`config.mk`:
```
export PLATFORM = sky130hd
export DESIGN_NAME = spgd_step_accum
export DESIGN_NICKNAME = d
export VERILOG_FILES = /design/src/rtl/spgd_pkg.sv /design/src/rtl/gen_adder.sv /design/src/rtl/spgd_step_accum.sv
export SDC_FILE = /design/constraint.sdc
export NUM_CORES = 1
export LEC_CHECK = 0
export CAP_MARGIN = 20
export CORE_MARGIN = 1
export CORE_UTILIZATION = 43
export DETAILED_ROUTE_END_ITERATION = 8
export DONT_BUFFER_PORTS = 1
export SYNTH_ARGS = -nofsm -noshare
export SYNTH_HDL_FRONTEND = slang
export SYNTH_HIERARCHICAL = 1
export SYNTH_SLANG_ARGS = --single-unit
```
`constraint.sdc`:
```
create_clock -name clk -period 7.5 [get_ports clk]
set_input_delay 1.125 -clock clk [delete_from_list [all_inputs] [get_ports clk]]
set_output_delay 1.125 -clock clk [all_outputs]
set_load 0.05 [all_outputs]
```
`src/rtl/spgd_pkg.sv`:
```
// Shared constants for the SPGD actuator accumulator.
// Contents: default widths, accumulator clamp limit and reset value,
// and the controller state encoding.
package spgd_pkg;

  localparam int unsigned DATA_WIDTH_DEF  = 64;
  localparam int unsigned FRAC_BITS_DEF   = 48;
  localparam int unsigned DAC_WIDTH_DEF   = 12;
  localparam int unsigned SHIFT_WIDTH     = 6;
  localparam int unsigned STATE_WIDTH     = 3;

  // Full-scale DAC code expressed in Q16.48, and mid-scale reset value.
  localparam logic [63:0] ACC_LIMIT_HI   = 64'h0FFF_0000_0000_0000;
  localparam logic [63:0] ACC_INIT_VALUE = 64'h0800_0000_0000_0000;

  localparam logic [STATE_WIDTH-1:0] IDLE    = 3'd0;
  localparam logic [STATE_WIDTH-1:0] SCALE   = 3'd1;
  localparam logic [STATE_WIDTH-1:0] ADD     = 3'd2;
  localparam logic [STATE_WIDTH-1:0] CLAMP   = 3'd3;
  localparam logic [STATE_WIDTH-1:0] PRESENT = 3'd4;

endpackage

```
`src/rtl/gen_adder.sv`:
```
// Generic two's-complement adder with a one-bit-wider result so the sum
// never wraps; s[IN_WIDTH] is the sign of the true sum.
// Ports: a, b (IN_WIDTH, signed operands), s (IN_WIDTH+1, signed sum).
module gen_adder #(
  parameter int unsigned IN_WIDTH = 64
) (
  input  logic [IN_WIDTH-1:0] a,
  input  logic [IN_WIDTH-1:0] b,
  output logic [IN_WIDTH:0]   s
);

  assign s = {a[IN_WIDTH-1], a} + {b[IN_WIDTH-1], b};

endmodule

```
`src/rtl/spgd_step_accum.sv`:
```
// SPGD parameter-update stage: integrates scaled signed steps into a
// persistent actuator accumulator, clamps it to the DAC range and presents
// the DAC code with a valid/ready handshake.
// Ports: clk, rst_n (async, active-low), clear (sync reload),
//   step_in/step_valid/step_ready (step input handshake), gain_shift
//   (right shift sampled at acceptance), dac_code/dac_valid/dac_ready
//   (DAC output handshake), sat (last update clamped).
// Build option: define SPGD_ACC_ROUND_EN for round-half-up DAC code
//   extraction instead of truncation.
module spgd_step_accum
  import spgd_pkg::*;
#(
  parameter int unsigned            DATA_WIDTH = DATA_WIDTH_DEF,
  parameter int unsigned            FRAC_BITS  = FRAC_BITS_DEF,
  parameter int unsigned            DAC_WIDTH  = DAC_WIDTH_DEF,
  parameter logic [DATA_WIDTH-1:0]  INIT_VALUE = DATA_WIDTH'(ACC_INIT_VALUE)
) (
  input  logic                   clk,
  input  logic                   rst_n,
  input  logic                   clear,
  input  logic [DATA_WIDTH-1:0]  step_in,
  input  logic                   step_valid,
  output logic                   step_ready,
  input  logic [SHIFT_WIDTH-1:0] gain_shift,
  output logic [DAC_WIDTH-1:0]   dac_code,
  output logic                   dac_valid,
  input  logic                   dac_ready,
  output logic                   sat
);

  localparam int unsigned CODE_LSB = FRAC_BITS;
  localparam int unsigned CODE_MSB = FRAC_BITS + DAC_WIDTH - 1;
  localparam logic [DATA_WIDTH-1:0] LIMIT_HI =
    {{(DATA_WIDTH - DAC_WIDTH - FRAC_BITS){1'b0}}, {DAC_WIDTH{1'b1}}, {FRAC_BITS{1'b0}}};
  localparam logic [DAC_WIDTH-1:0] INIT_CODE = INIT_VALUE[CODE_MSB:CODE_LSB];

  logic [STATE_WIDTH-1:0] state_q, state_d;
  logic [DATA_WIDTH-1:0]  step_q, step_d;
  logic [SHIFT_WIDTH-1:0] shift_q, shift_d;
  logic [DATA_WIDTH-1:0]  scaled_q, scaled_d;
  logic [DATA_WIDTH:0]    sum_q, sum_d;
  logic [DATA_WIDTH-1:0]  acc_q, acc_d;
  logic [DAC_WIDTH-1:0]   code_q, code_d;
  logic                   valid_q, valid_d;
  logic                   sat_q, sat_d;
  logic                   ready_q, ready_d;

  logic [DATA_WIDTH:0]    sum_c;
  logic [DATA_WIDTH-1:0]  clamped_c;
  logic                   clamp_sat_c;
  logic [DAC_WIDTH-1:0]   code_c;

  // Non-wrapping accumulate; sum_c[DATA_WIDTH] carries the true sign.
  gen_adder #(.IN_WIDTH(DATA_WIDTH)) u_add (
    .a (acc_q),
    .b (scaled_q),
    .s (sum_c)
  );

  // Clamp the registered sum to [0, LIMIT_HI].
  always_comb begin
    clamped_c   = sum_q[DATA_WIDTH-1:0];
    clamp_sat_c = 1'b0;
    if (sum_q[DATA_WIDTH]) begin
      clamped_c   = '0;
      clamp_sat_c = 1'b1;
    end else if (sum_q > {1'b0, LIMIT_HI}) begin
      clamped_c   = LIMIT_HI;
      clamp_sat_c = 1'b1;
    end
  end

`ifdef SPGD_ACC_ROUND_EN
  // Round half up; only full scale plus a half LSB can carry out.
  logic [DAC_WIDTH:0] rounded_c;
  assign rounded_c = {1'b0, clamped_c[CODE_MSB:CODE_LSB]} +
                     (DAC_WIDTH+1)'(clamped_c[FRAC_BITS-1]);
  assign code_c    = rounded_c[DAC_WIDTH] ? {DAC_WIDTH{1'b1}} : rounded_c[DAC_WIDTH-1:0];
`else
  assign code_c = clamped_c[CODE_MSB:CODE_LSB];
`endif

  // Next-state and output decode; clear overrides any in-flight operation.
  always_comb begin
    state_d  = state_q;
    step_d   = step_q;
    shift_d  = shift_q;
    scaled_d = scaled_q;
    sum_d    = sum_q;
    acc_d    = acc_q;
    code_d   = code_q;
    valid_d  = valid_q;
    sat_d    = sat_q;
    ready_d  = 1'b0;

    case (state_q)
      IDLE: begin
        if (step_valid && ready_q) begin
          step_d  = step_in;
          shift_d = gain_shift;
          state_d = SCALE;
        end
      end
      SCALE: begin
        scaled_d = DATA_WIDTH'($signed(step_q) >>> shift_q);
        state_d  = ADD;
      end
      ADD: begin
        sum_d   = sum_c;
        state_d = CLAMP;
      end
      CLAMP: begin
        acc_d   = clamped_c;
        code_d  = code_c;
        sat_d   = clamp_sat_c;
        valid_d = 1'b1;
        state_d = PRESENT;
      end
      PRESENT: begin
        if (dac_ready) begin
          valid_d = 1'b0;
          state_d = IDLE;
        end
      end
      default: state_d = IDLE;
    endcase

    if (clear) begin
      state_d = IDLE;
      acc_d   = INIT_VALUE;
      code_d  = INIT_CODE;
      valid_d = 1'b0;
      sat_d   = 1'b0;
    end

    ready_d = (state_d == IDLE) && !clear;
  end

  // State and datapath registers.
  always_ff @(posedge clk or negedge rst_n) begin
    if (!rst_n) begin
      state_q  <= IDLE;
      step_q   <= '0;
      shift_q  <= '0;
      scaled_q <= '0;
      sum_q    <= '0;
      acc_q    <= INIT_VALUE;
      code_q   <= INIT_CODE;
      valid_q  <= 1'b0;
      sat_q    <= 1'b0;
      ready_q  <= 1'b0;
    end else begin
      state_q  <= state_d;
      step_q   <= step_d;
      shift_q  <= shift_d;
      scaled_q <= scaled_d;
      sum_q    <= sum_d;
      acc_q    <= acc_d;
      code_q   <= code_d;
      valid_q  <= valid_d;
      sat_q    <= sat_d;
      ready_q  <= ready_d;
    end
  end

  assign step_ready = ready_q;
  assign dac_code   = code_q;
  assign dac_valid  = valid_q;
  assign sat        = sat_q;

endmodule

```
Word-level counts from Yosys, hierarchy flattened --
Cells that the tools add are included.
Storage, ports and cells: register bits after elaboration 281, bits in latches 0, bits in writable memories 0, ROM bits 0, input bits 75, output and inout bits 15, logic and storage cells 44, memories 0
Operators by class: $add $sub $neg 1, multiply operators 0, divide/modulo/power cells 0, $lt $le $gt $ge 1, equal/unequal tests 5, shift-type cells 1, muxes and demuxes 17, bitwise operators 0, reductions and logical operators 9
Operators with widths (count):
- two-way mux 64 bit | 4
- adder 64 x 64 -> 65 bit | 1
- > comparator 65 x 60 -> 1 bit, second input constant | 1
- >>> shifter 64 x 6 -> 64 bit | 1
- two-way mux 12 bit | 2
- case mux 3 bit (5 select lines) | 1
- two-way mux 3 bit | 3
- equality test 3 x 2 -> 1 bit, second input constant | 2
- zero test 3 bit | 2
- two-way mux 1 bit | 6
- AND reduction 2 bit | 2
- equality test 3 x 1 -> 1 bit, second input constant | 1
- equality test 3 bit, second input constant | 1
- != test 3 bit, second input constant | 1
- nonzero test 3 bit | 1
- logical AND 1 bit | 2
- case mux 1 bit (2 select lines) | 1
- nonzero test 2 bit | 1
- zero test 1 bit | 1

Longest topological paths before layout --
Gate-level depths: netlist of run 1.
depth in word-level cells 6, gate-level depth with buffers 12, mapped depth without buffers 12

Hierarchy --
Netlist of run 1, hierarchy kept.
By module, submodules not included:
- spgd_step_accum | instances 1, cells each 1371, area each 15919.0 um2
- gen_adder | instances 1, cells each 566, area each 3782.4 um2

Worst setup path after synthesis of run 1 --
OpenSTA, ideal clock, no wires.
path type register to register, from register acc_q[12], to register sum_q[43], arrival time 2.702 ns, data required time 7.375 ns, setup slack 4.673 ns, cell stages (with the launch flop) 13, clock period less this slack 2.827 ns, cells stage by stage dfrtp_1 ha_1 buf_6 a211oi_2 nor2_1 nor4_2 a21oi_2 a221oi_4 o21bai_4 a311oi_2 o21bai_1 xnor2_1 mux2_2
On the way: cells in the longest elaborated chain, start to end 1
RTL lines:
- from (decl) | RTL line spgd_step_accum.sv:42 | logic [DATA_WIDTH-1:0] acc_q, acc_d;
- from (signal assigned) | RTL line spgd_step_accum.sv:147 | acc_q <= INIT_VALUE;
- from (signal assigned) | RTL line spgd_step_accum.sv:158 | acc_q <= acc_d;
- adder 64 x 64 -> 65 bit | RTL line gen_adder.sv:12 | assign s = {a[IN_WIDTH-1], a} + {b[IN_WIDTH-1], b};
- via sum_c[43] | RTL line spgd_step_accum.sv:48 | logic [DATA_WIDTH:0] sum_c;
- to (signal assigned) | RTL line spgd_step_accum.sv:157 | sum_q <= sum_d;
- to (decl) | RTL line spgd_step_accum.sv:41 | logic [DATA_WIDTH:0] sum_q, sum_d;
The timed path passes the listed nets, and every way through them passes these cells. A chain may end at the register's enable or synchronous reset.

Final worst setup path of run 1 --
from register shift_q[1], to register scaled_q[1]
On the way: cells in the longest elaborated chain, start to end 1
RTL lines:
- from (decl) | RTL line spgd_step_accum.sv:39 | logic [SHIFT_WIDTH-1:0] shift_q, shift_d;
- from (signal assigned) | RTL line spgd_step_accum.sv:155 | shift_q <= shift_d;
- >>> shifter 64 x 6 -> 64 bit | RTL line spgd_step_accum.sv:105 | scaled_d = DATA_WIDTH'($signed(step_q) >>> shift_q);
- to (signal assigned) | RTL line spgd_step_accum.sv:156 | scaled_q <= scaled_d;
- to (decl) | RTL line spgd_step_accum.sv:40 | logic [DATA_WIDTH-1:0] scaled_q, scaled_d;
Every way passes these cells.

==> results of run 1 <==
==> state kept, by name (all words and copies together) (netlist names) <==
| name | cells |
|---|---|
| acc_q | 64 |
| dac_valid | 1 |
| sat | 1 |
| scaled_q | 64 |
| shift_q | 6 |
| state_q | 3 |
| step_q | 64 |
| step_ready | 1 |
| sum_q | 65 |
==> cells by family (layout without fill, tap and decap cells) <==
kind of cell,Yosys count,in the layout
fa+ha+maj,65,65
compound gates,487,487
flops,269,269
simple gates,537,537
mux,336,336
xor+xnor,60,60
buf+inv,183,108
==> through the flow <==
step	utilization [%]	area, um^2	total power [uW]	worst slack [ns]	hold slack, ns
2_1_floorplan	-	19700	6170	4.67	0.450
3_3_place_gp	43.8	19900	7540	3.77	0.473
3_5_place_dp	43.8	19900	7590	3.74	0.478
4_1_cts	46.1	20900	9140	3.71	0.218
5_1_grt	46.1	20900	9700	3.54	0.214
6_report	46.1	20900	9210	3.61	0.250
==> cell usage in the layout (no fill, tap or decap), types with 6 or more instances in the layout <==
master / instances
o21bai_1: 12
nor4_1: 15
nand4_1: 84
a31oi_1: 19
o221ai_1: 7
a21boi_0: 8
nand3_1: 27
inv_1: 24
a21o_1: 26
mux4_1: 35
xor2_1: 23
nor2_1: 89
a22o_1: 14
nand2_1: 215
o21ai_0: 90
mux4_2: 65
nor3_1: 21
o31ai_1: 10
nor2b_1: 11
mux2i_1: 64
o22a_1: 6
a21oi_1: 165
xnor2_1: 37
o22ai_1: 9
clkbuf_8: 7
nand3b_1: 12
and3_1: 11
clkinv_2: 9
ha_1: 64
mux2_2: 172
o21a_1: 13
nand2b_1: 14
a211oi_1: 13
and2_1: 11
clkbuf_16: 31
dfrtp_1: 264
o211ai_1: 27
buf_4: 24
==> layer usage <==
| metal | GRT usage [%] | vias up | part of all wire [%] |
|---|---|---|---|
| met5 | 0 | - | 0.021 |
| li1 | - | 7166 | - |
| met2 | 40.7 | 635 | 46 |
| met4 | 10.1 | 2 | 4.5 |
| met3 | 4.03 | 138 | 6.8 |
| met1 | 36.0 | 7966 | 43 |
==> final cells by class <==
cell class                 count  area, um^2  share of cell area [%]
multi-input combinational   1485       12100                    57.9
sequential                   269        6740                    32.3
clock buffer                  42         877                    4.20
tap                          600         751                    3.59
timing repair buffer          25         194                   0.929
clock inverter                15         138                   0.659
inverter                      26        97.6                   0.467
==> report_power, final <==
group / total [uW] / leakage (uW) / internal [uW] / switching [uW]
Sequential: 2730 / 0.00334 / 1970 / 760
Combinational: 4970 / 0.00471 / 2230 / 2740
Clock: 1500 / 0.000503 / 883 / 619
Total: 9210 / 0.00855 / 5090 / 4120
==> final timing paths <==
check | from | to | slack (ns)
max | shift_q[1] | scaled_q[1] | 3.61
min | rst_n | sum_q[44] | 0.25
max reg2reg | shift_q[1] | scaled_q[1] | 3.61
min reg2reg | scaled_q[59] | scaled_q[59] | 0.49
max in group asynchronous | rst_n | sum_q[2] | 6.74
min in group clk | scaled_q[59] | scaled_q[59] | 0.49
==> results.txt, run 1 <==
Outcome: finished, final reports clean
Crit path depth: 6
Layout area overhead: 6.01%
Cells after Synth: 1937
Routed len/inst: 24.7 um
Fillers: 4279
DRT Pass-1 Iters: 6
Buf/Inv on CP: 1
Postcts setup bufs: 0
Critical Path RT: 7.88 ns
Synth top area share: 34.0%
Yosys cell types: 88
Residual DRC count: 0
Number of max-cap violations: 0
DP Cell Count: 2404
H-tree depth: 1
Root buffer cell: clkbuf_16
TritonCTS clock tree: built
CTS Hold Bufs: 0
Die Area: 0.0467 mm^2
Synth async-reset ratio: 100%
Skew final: 0.0338 ns
Via count: 15907
Synth Flop Type: dfrtp_1
Count leader, synth: dfrtp_1
Ys Warns: 6
Largest family of logic cells by synthesized area: multiplexers
Largest net degree at the start of global routing: 270
Hold Crit Class: input pin to asynchronous set/reset pin
Setup CP Type: flop to flop
Cell taking the most area after synthesis: dfrtp_1
Register area share after synthesis: 34.2%
Die width: 216 um
Fin crit period: 3.89 ns
Cell Area, Synth: 0.0197 mm^2
Core area: 0.0453 mm^2
Fin. Hold Viols: 0
Initial core utilization: 43.5%
RSZ-0062 raised after global routing: false
GPL Wtd Cong: 0.976
Worst-path clk slew: 0.06 ns
Clock buffer count from CTS: 31
Slew headroom: 28.3%
XOR/XNOR Fraction of Synth Area: 2.67%
FMAX: 257 MHz
Nets: 1978
Crit share post-route: 51.9%
Largest delay share family, worst path: multiplexers
Critical path's slowest cell: buf_4
Post-CTS sizing: 0
Yosys reg bits: 269
Mean post-synth cell area: 10.2 um^2
Post-synth EDFFs: 0
Worst-Skew Late Latency: 0.60 ns
Setup TNS: 0 ns
Final wirelength: 60800 um
Via/cell ratio: 6.46
Pwr dens: 441 mW/mm^2
Reg2Reg Depth: 6
Clk buf depth: 3
Input/output buffers: 0
Leakage: 0.00855 uW
All-Layer GR Usage: 25.9%
First-pass GRT wire length: 94500 um
Net Count, Synth: 2077
Share of layout cells above drive strength 1: 18.7%
Mux contribution to synthesized area: 25.2%
Ant. Diodes: 0
Number of global-route vias before repair: 15464
Worst vdd ir: 0.000351 V
Slew Limit Fails: 0
Die H: 216 um
Post-synthesis compound-gate area fraction: 15.9%
Arrival time worst endpoint: 4.28 ns
Non-Filler Instances: 2462
ANT nets after route: 0
Worst setup SP type: flop
Top Ports: 90
Worst-Margin Slew: 1.07 ns
Final setup violation count: 0
Detailed Route Iter0 Violations: 1612
Initial antenna violation count: 1
Critical Path End Type: flop
Grt ovf: 0
Rows: 78
Most frequent cells after synthesis: dfrtp_1, nand2_1, mux2_2
Post-Synth Adder-Cell Area: 4.17%
Top cells by area, synth: dfrtp_1, mux2_2, mux4_2
Post-synthesis simple-gate area fraction: 13.1%
CTS Sinks: 269
HPWL Detailed: 43900 um
Crit path largest cell delay: 0.85 ns
Worst-path fanout max: 70
CP cell instances: buf_4 > mux4_1 > mux2_2 > nor2_1 > a2bb2oi_1 > a21oi_1
(Power assumes the default switching activity.)
==> run 2, diff against run 1 <==
Clock period 7.5 ns to 4 ns, I/O delays scaled along.
==> run 2 against run 1 <==
The run now ends with negative hold slack left. Combinational power rose by 87%. Utilization rose by 0.55 points. First-iteration DRC count fell by 5.7%. Fmax rose by 12%. Critical path type unchanged. Routed wire length rose by 1.3%. Register-to-register slack got worse by 3.1 ns. Critical path depth rose by 6. Die area did not move. Sequential share of layout area fell by 0.38 points. Hold slack got worse by 0.47 ns. Power rose by 92%. Count of clock-buffer cells in the layout rose by 4.
==> results.txt, run 2 (synthesis results as in run 1) <==
CTS Sinks: 269 (unchanged)
Die H: 216 um (unchanged)
Core Util, Final: 46.7% (+0.55 points)
Ant. Diodes: 0 (unchanged)
Routed len/inst: 24.9 um (+0.80%)
Input/output buffers: 0 (unchanged)
ANT nets after route: 0 (unchanged)
Most frequent cells in the layout: dfrtp_1, nand2_1, mux2_2
DP Cell Count: 2418 (+0.58%)
Setup CP Type: flop to flop
Slew headroom: 29.0% (+0.64 points)
Fin. Hold Viols: 268 (+268)
Grt ovf: 0 (unchanged)
DRT Pass-1 Iters: 5 (-1)
Min Hold Slack: -0.224 ns (-0.474 ns)
Crit share post-route: 87.0% (+35 points)
Final wirelength: 61600 um (+1.3%)
Worst reg2reg path startpoint: acc_q[0]
Worst-Margin Slew: 1.06 ns (-0.00947 ns)
Share of layout cells above drive strength 1: 19.3% (+0.56 points)
Final setup violation count: 0 (unchanged)
Non-Filler Instances: 2475 (+0.53%)
Via/cell ratio: 6.49 (+0.41%)
Leakage: 0.00868 uW (+1.5%)
FMAX: 287 MHz (+12%)
Comb power frac: 52.6% (-1.4 points)
Root buffer cell: clkbuf_16
Commonest non-fill, non-tap cell in the layout: dfrtp_1
Skew final: 0.0219 ns (-0.0119 ns)
Clock buffer count from CTS: 34 (+9.7%)
Setup TNS: 0 ns (unchanged)
Clk pwr share: 17.4% (+1.1 points)
Clk buf depth: 3 (unchanged)
Post-Layout Inst Area: 0.0211 mm^2 (+1.2%)
Die Area: 0.0467 mm^2 (unchanged)
RSZ-0062 raised after global routing: false
Switch Pwr: 7880 uW (+91%)
Post-CTS sizing: 0 (unchanged)
Largest net degree at the start of global routing: 270 (unchanged)
Worst path most repeated cell: a21oi_1
Number of max-cap violations: 0 (unchanged)
Fin crit period: 3.48 ns (-0.413 ns)
Critical Path RT: 4.42 ns (-3.46 ns)
Nets: 1995 (+0.86%)
Seq pwr share: 30.0% (+0.3 points)
TritonCTS clock tree: built
Slew Limit Fails: 0 (unchanged)
Failing checks: negative hold slack
Largest reg by FF count: sum_q
Internal power: 9840 uW (+93%)
Initial antenna violation count: 0 (-1)
Worst-path clk slew: 0.06 ns (about the same)
Postcts setup bufs: 0 (unchanged)
Worst vdd ir: 0.000807 V (+130%)
Initial core utilization: 43.5% (unchanged)
HPWL Detailed: 44800 um (+2.2%)
Arrival time worst endpoint: 3.90 ns (-0.38 ns)
Rows: 78 (unchanged)
Detailed Route Iter0 Violations: 1520 (-5.7%)
Critical path's slowest cell: fa_1
Max FFs per register: 65 (unchanged)
Critical Path End Type: flop
Die width: 216 um (unchanged)
CP cell instances: ha_1 > fa_1 > a21oi_1 > nor2_1 > o211ai_1 > nand3_1 > a21bo_2 > a21oi_1 > o21ai_0 > a21boi_0 > xnor2_1 > mux2_2
Crit path largest cell delay: 0.42 ns (-0.43 ns)
All-Layer GR Usage: 26.3% (+0.40 points)
Post-placement cell area: 0.0200 mm^2 (+0.78%)
Switching part of the total: 44.5% (-0.26 points)
H-tree depth: 2 (+1)
Outcome: complete, but fails checks
Hold Crit Class: input pin to asynchronous set/reset pin
Core area: 0.0453 mm^2 (unchanged)
Worst-path fanout max: 4 (-94%)
Layout area overhead: 7.28%
Top Ports: 90 (unchanged)
CP Launch Point: acc_q[0]
Pwr dens: 838 mW/mm^2 (+90%)
Worst setup SP type: flop
Via count: 16056 (+0.94%)
GPL Wtd Cong: 0.964 (-1.3%)
Residual DRC count: 0 (unchanged)
Number of global-route vias before repair: 15857 (+2.5%)
First-pass GRT wire length: 95900 um (+1.4%)
Worst-Skew Late Latency: 0.55 ns (-0.05 ns)
[run 2: cell types whose count changed in the layout (fill, tap and decap cells not counted)]
cell,delta
buf_12,+4
buf_4,+10
clkbuf_16,+6
clkbuf_8,-2
clkinv_2,-4
clkinv_4,+1
clkinvlp_4,-1
inv_6,-1
[run 2: cell type report]
class,count,area (um^2)
flip-flops and latches,269,6740
fillers,4267,24100
clock inverters,10,110
well taps,600,751
multi-input cells,1485,12100
repair buffers,39,349
inverters,26,97.6
clock buffers,46,1000
[run 2: worst paths after layout]
| kind | to | slack, ns | depth (start not counted) |
|---|---|---|---|
| max | sum_q[34] | 0.52 | 12 |
| min reg2reg | scaled_q[60] | 0.49 | 2 |
| min in group clk | acc_q[51] | 0.13 | 1 |
| max reg2reg | sum_q[34] | 0.52 | 12 |
| max in group asynchronous | sum_q[1] | 3.70 | 0 |
| min | sat | -0.22 | 0 |
[run 2: metrics by stage]
| stage | hold slack (ns) | setup WS [ns] | power, uW |
|---|---|---|---|
| floorplan | 0.304 | 1.17 | 11600 |
| detailed placement | 0.322 | 0.605 | 14400 |
| finish | -0.224 | 0.522 | 17700 |
| global route | -0.238 | 0.353 | 18600 |
| CTS | -0.249 | 0.557 | 17600 |
| global placement | 0.322 | 0.699 | 14300 |
[run 2: power groups by stage]
stage	combinational (uW)	clock, uW	sequential (uW)
final	9310	3090	5320
after global placement	9030	0	5270
after detailed placement	9080	0	5330
after floorplan	7210	0	4350
after CTS	9120	3170	5290
after global routing	9850	3260	5470
[run 2: critical path, delay by kind of cell, from the launching register on]
| family | cells | cell delay (ns) |
|---|---|---|
| AO/OA/AOI/OAI | 6 | 1.60 |
| adder cells (fa/ha/maj) | 2 | 0.64 |
| AND/OR/NAND/NOR | 2 | 0.39 |
| flip-flops | 1 | 0.37 |
| multiplexers | 1 | 0.27 |
| XOR/XNOR | 1 | 0.10 |
[run 2: layer usage]
metal	vias to the layer above	GRT usage [%]	wire [um]
li1	7219	-	-
met4	0	11.4	2750
met3	143	3.82	3500
met5	-	0	0
met2	617	42.2	28800
met1	8077	35.5	26600
==> run 3, diff against run 2 <==
Settings changed: CORE_ASPECT_RATIO set to 0.75.
==> run 3 against run 2 <==
The flow still finishes with violations (negative hold slack). Final cell count decreased by 0.85%. Sequential power is essentially flat. Die area barely moved. Global-route usage grew 1.7 points. Utilization rose by 0.21 points. Largest cell class unchanged.
==> results.txt, run 3 (synthesis results as in run 1) <==
Worst path most repeated cell: a21oi_2
Number of max-cap violations: 0 (unchanged)
Commonest non-fill, non-tap cell in the layout: dfrtp_1
Leakage: 0.00864 uW (-0.46%)
Slew headroom: 25.3% (-3.7 points)
Crit path largest cell delay: 0.55 ns (+0.13 ns)
Core area: 0.0449 mm^2 (-0.77%)
Die width: 249 um (+15%)
HPWL Detailed: 49500 um (+10%)
Input/output buffers: 0 (unchanged)
Routed len/inst: 27.0 um (+8.7%)
Largest reg by FF count: sum_q
Clk buf depth: 3 (unchanged)
Non-Filler Instances: 2454 (-0.85%)
FMAX: 293 MHz (+1.8%)
Initial core utilization: 43.8% (+0.34 points)
Arrival time worst endpoint: 3.89 ns (about the same)
Worst-Skew Late Latency: 0.59 ns (+0.04 ns)
Worst-Margin Slew: 1.11 ns (+0.0557 ns)
Buf/Inv on CP: 0 (unchanged)
Worst setup SP type: flop
Setup CP Type: flop to flop
DRT Pass-1 Iters: 5 (unchanged)
Root buffer cell: clkbuf_16
Fin. Hold Viols: 269 (+0.37%)
Grt ovf: 0 (unchanged)
Residual DRC count: 0 (unchanged)
Skew final: 0.0121 ns (-0.00987 ns)
Sequential Area: 0.00674 mm^2 (about the same)
Largest net degree at the start of global routing: 270 (unchanged)
Share of layout cells above drive strength 1: 19.0% (-0.35 points)
Initial antenna violation count: 1 (+1)
Fillers: 4213 (-1.3%)
Most frequent cells in the layout: dfrtp_1, nand2_1, mux2_2
Crit share post-route: 85.4% (-1.6 points)
Max FFs per register: 65 (unchanged)
Critical Path RT: 4.47 ns (+0.05 ns)
Failing checks: negative hold slack
Setup TNS: 0 ns (unchanged)
Slew Limit Fails: 0 (unchanged)
Post-CTS sizing: 0 (unchanged)
Clock buffer count from CTS: 29 (-15%)
First-pass GRT wire length: 101000 um (+5.5%)
H-tree depth: 1 (-1)
All-Layer GR Usage: 28.0% (+1.7 points)
Via count: 16262 (+1.3%)
RSZ-0062 raised after global routing: false
Core Util, Final: 46.9% (+0.21 points)
Worst-path clk slew: 0.07 ns (about the same)
CP cell instances: ha_1 > a211oi_2 > nor2_1 > nor4_2 > a21oi_2 > a221oi_4 > o31ai_1 > a21oi_2 > o21ai_0 > xor2_1 > mux2_2
Outcome: complete, but fails checks
Largest delay share family, worst path: compound AO/OA/AOI/OAI gates
ANT nets after route: 0 (unchanged)
Critical path's slowest cell: a221oi_4
Rows: 67 (-14%)
Hold Crit Class: input pin to asynchronous set/reset pin
Die H: 187 um (-13%)
Postcts setup bufs: 0 (unchanged)
Layout area overhead: 6.92%
Detailed Route Iter0 Violations: 1769 (+16%)
Critical Path End Type: flop
Top Ports: 90 (unchanged)
DP Cell Count: 2398 (-0.83%)
Worst vdd ir: 0.000467 V (-42%)
Pwr dens: 858 mW/mm^2 (+2.3%)
Nets: 1984 (-0.55%)
Min Hold Slack: -0.271 ns (-0.0470 ns)
Multi-input combinational cell area: 0.0121 mm^2 (unchanged)
Final setup violation count: 0 (unchanged)
Fin crit period: 3.42 ns (-0.0627 ns)
Final wirelength: 66400 um (+7.8%)
GPL Wtd Cong: 1.00 (+3.9%)
TritonCTS clock tree: built
Worst-path fanout max: 9 (+5)
Number of global-route vias before repair: 15524 (-2.1%)
Die Area: 0.0467 mm^2 (about the same)
Via/cell ratio: 6.63 (+2.1%)
CTS Sinks: 269 (unchanged)
==> run 3: metal layers <==
layer | GRT usage (%) | routed length (um) | vias to the layer above
met3 | 7.57 | 6940 | 64
met1 | 44.3 | 31200 | 8317
li1 | - | - | 7184
met5 | 0 | 0 | -
met4 | 4.82 | 1050 | 0
met2 | 37.9 | 27100 | 697
==> run 3: worst reg2reg max path, stage by stage (launching register included) <==
cell	delay [ns]
dfrtp_1	0.39
ha_1	0.42
a211oi_2	0.29
nor2_1	0.11
nor4_2	0.27
a21oi_2	0.15
a221oi_4	0.55
o31ai_1	0.25
a21oi_2	0.30
o21ai_0	0.16
xor2_1	0.15
mux2_2	0.27
==> run 3: power by group <==
| group | internal [uW] | total [uW] | switching [uW] |
|---|---|---|---|
| clock network | 1890 | 3080 | 1180 |
| logic | 4270 | 9650 | 5380 |
| registers | 3690 | 5350 | 1660 |
==> run 3: through the flow <==
step,power [uW],area (um^2),setup slack [ns]
global placement,14600,20000,0.740
global route,18900,21100,0.450
floorplan,11600,19700,1.17
CTS,17800,21100,0.668
detailed placement,14700,20000,0.702
finish,18100,21100,0.584
==> run 3: final cells by class <==
cell class | count | area share (%)
multi-input cells | 1485 | 57.4
well taps | 586 | 3.48
flip-flops and latches | 269 | 32.0
repair buffers | 33 | 1.53
inverters | 26 | 0.463
clock buffers | 40 | 3.93
diodes | 1 | 0.0119
clock inverters | 14 | 1.21
==> run 3: final timing paths <==
kind,from,depth (start not counted),endpoint,slack (ns)
min in group clk,clear,1,acc_q[51],0.08
worst min-delay path,rst_n,0,sum_q[20],-0.27
max in group asynchronous,rst_n,0,shift_q[2],3.87
worst max register to register,acc_q[12],11,sum_q[59],0.58
worst max-delay path,acc_q[12],11,sum_q[59],0.58
worst min register to register,acc_q[62],1,acc_q[62],0.50
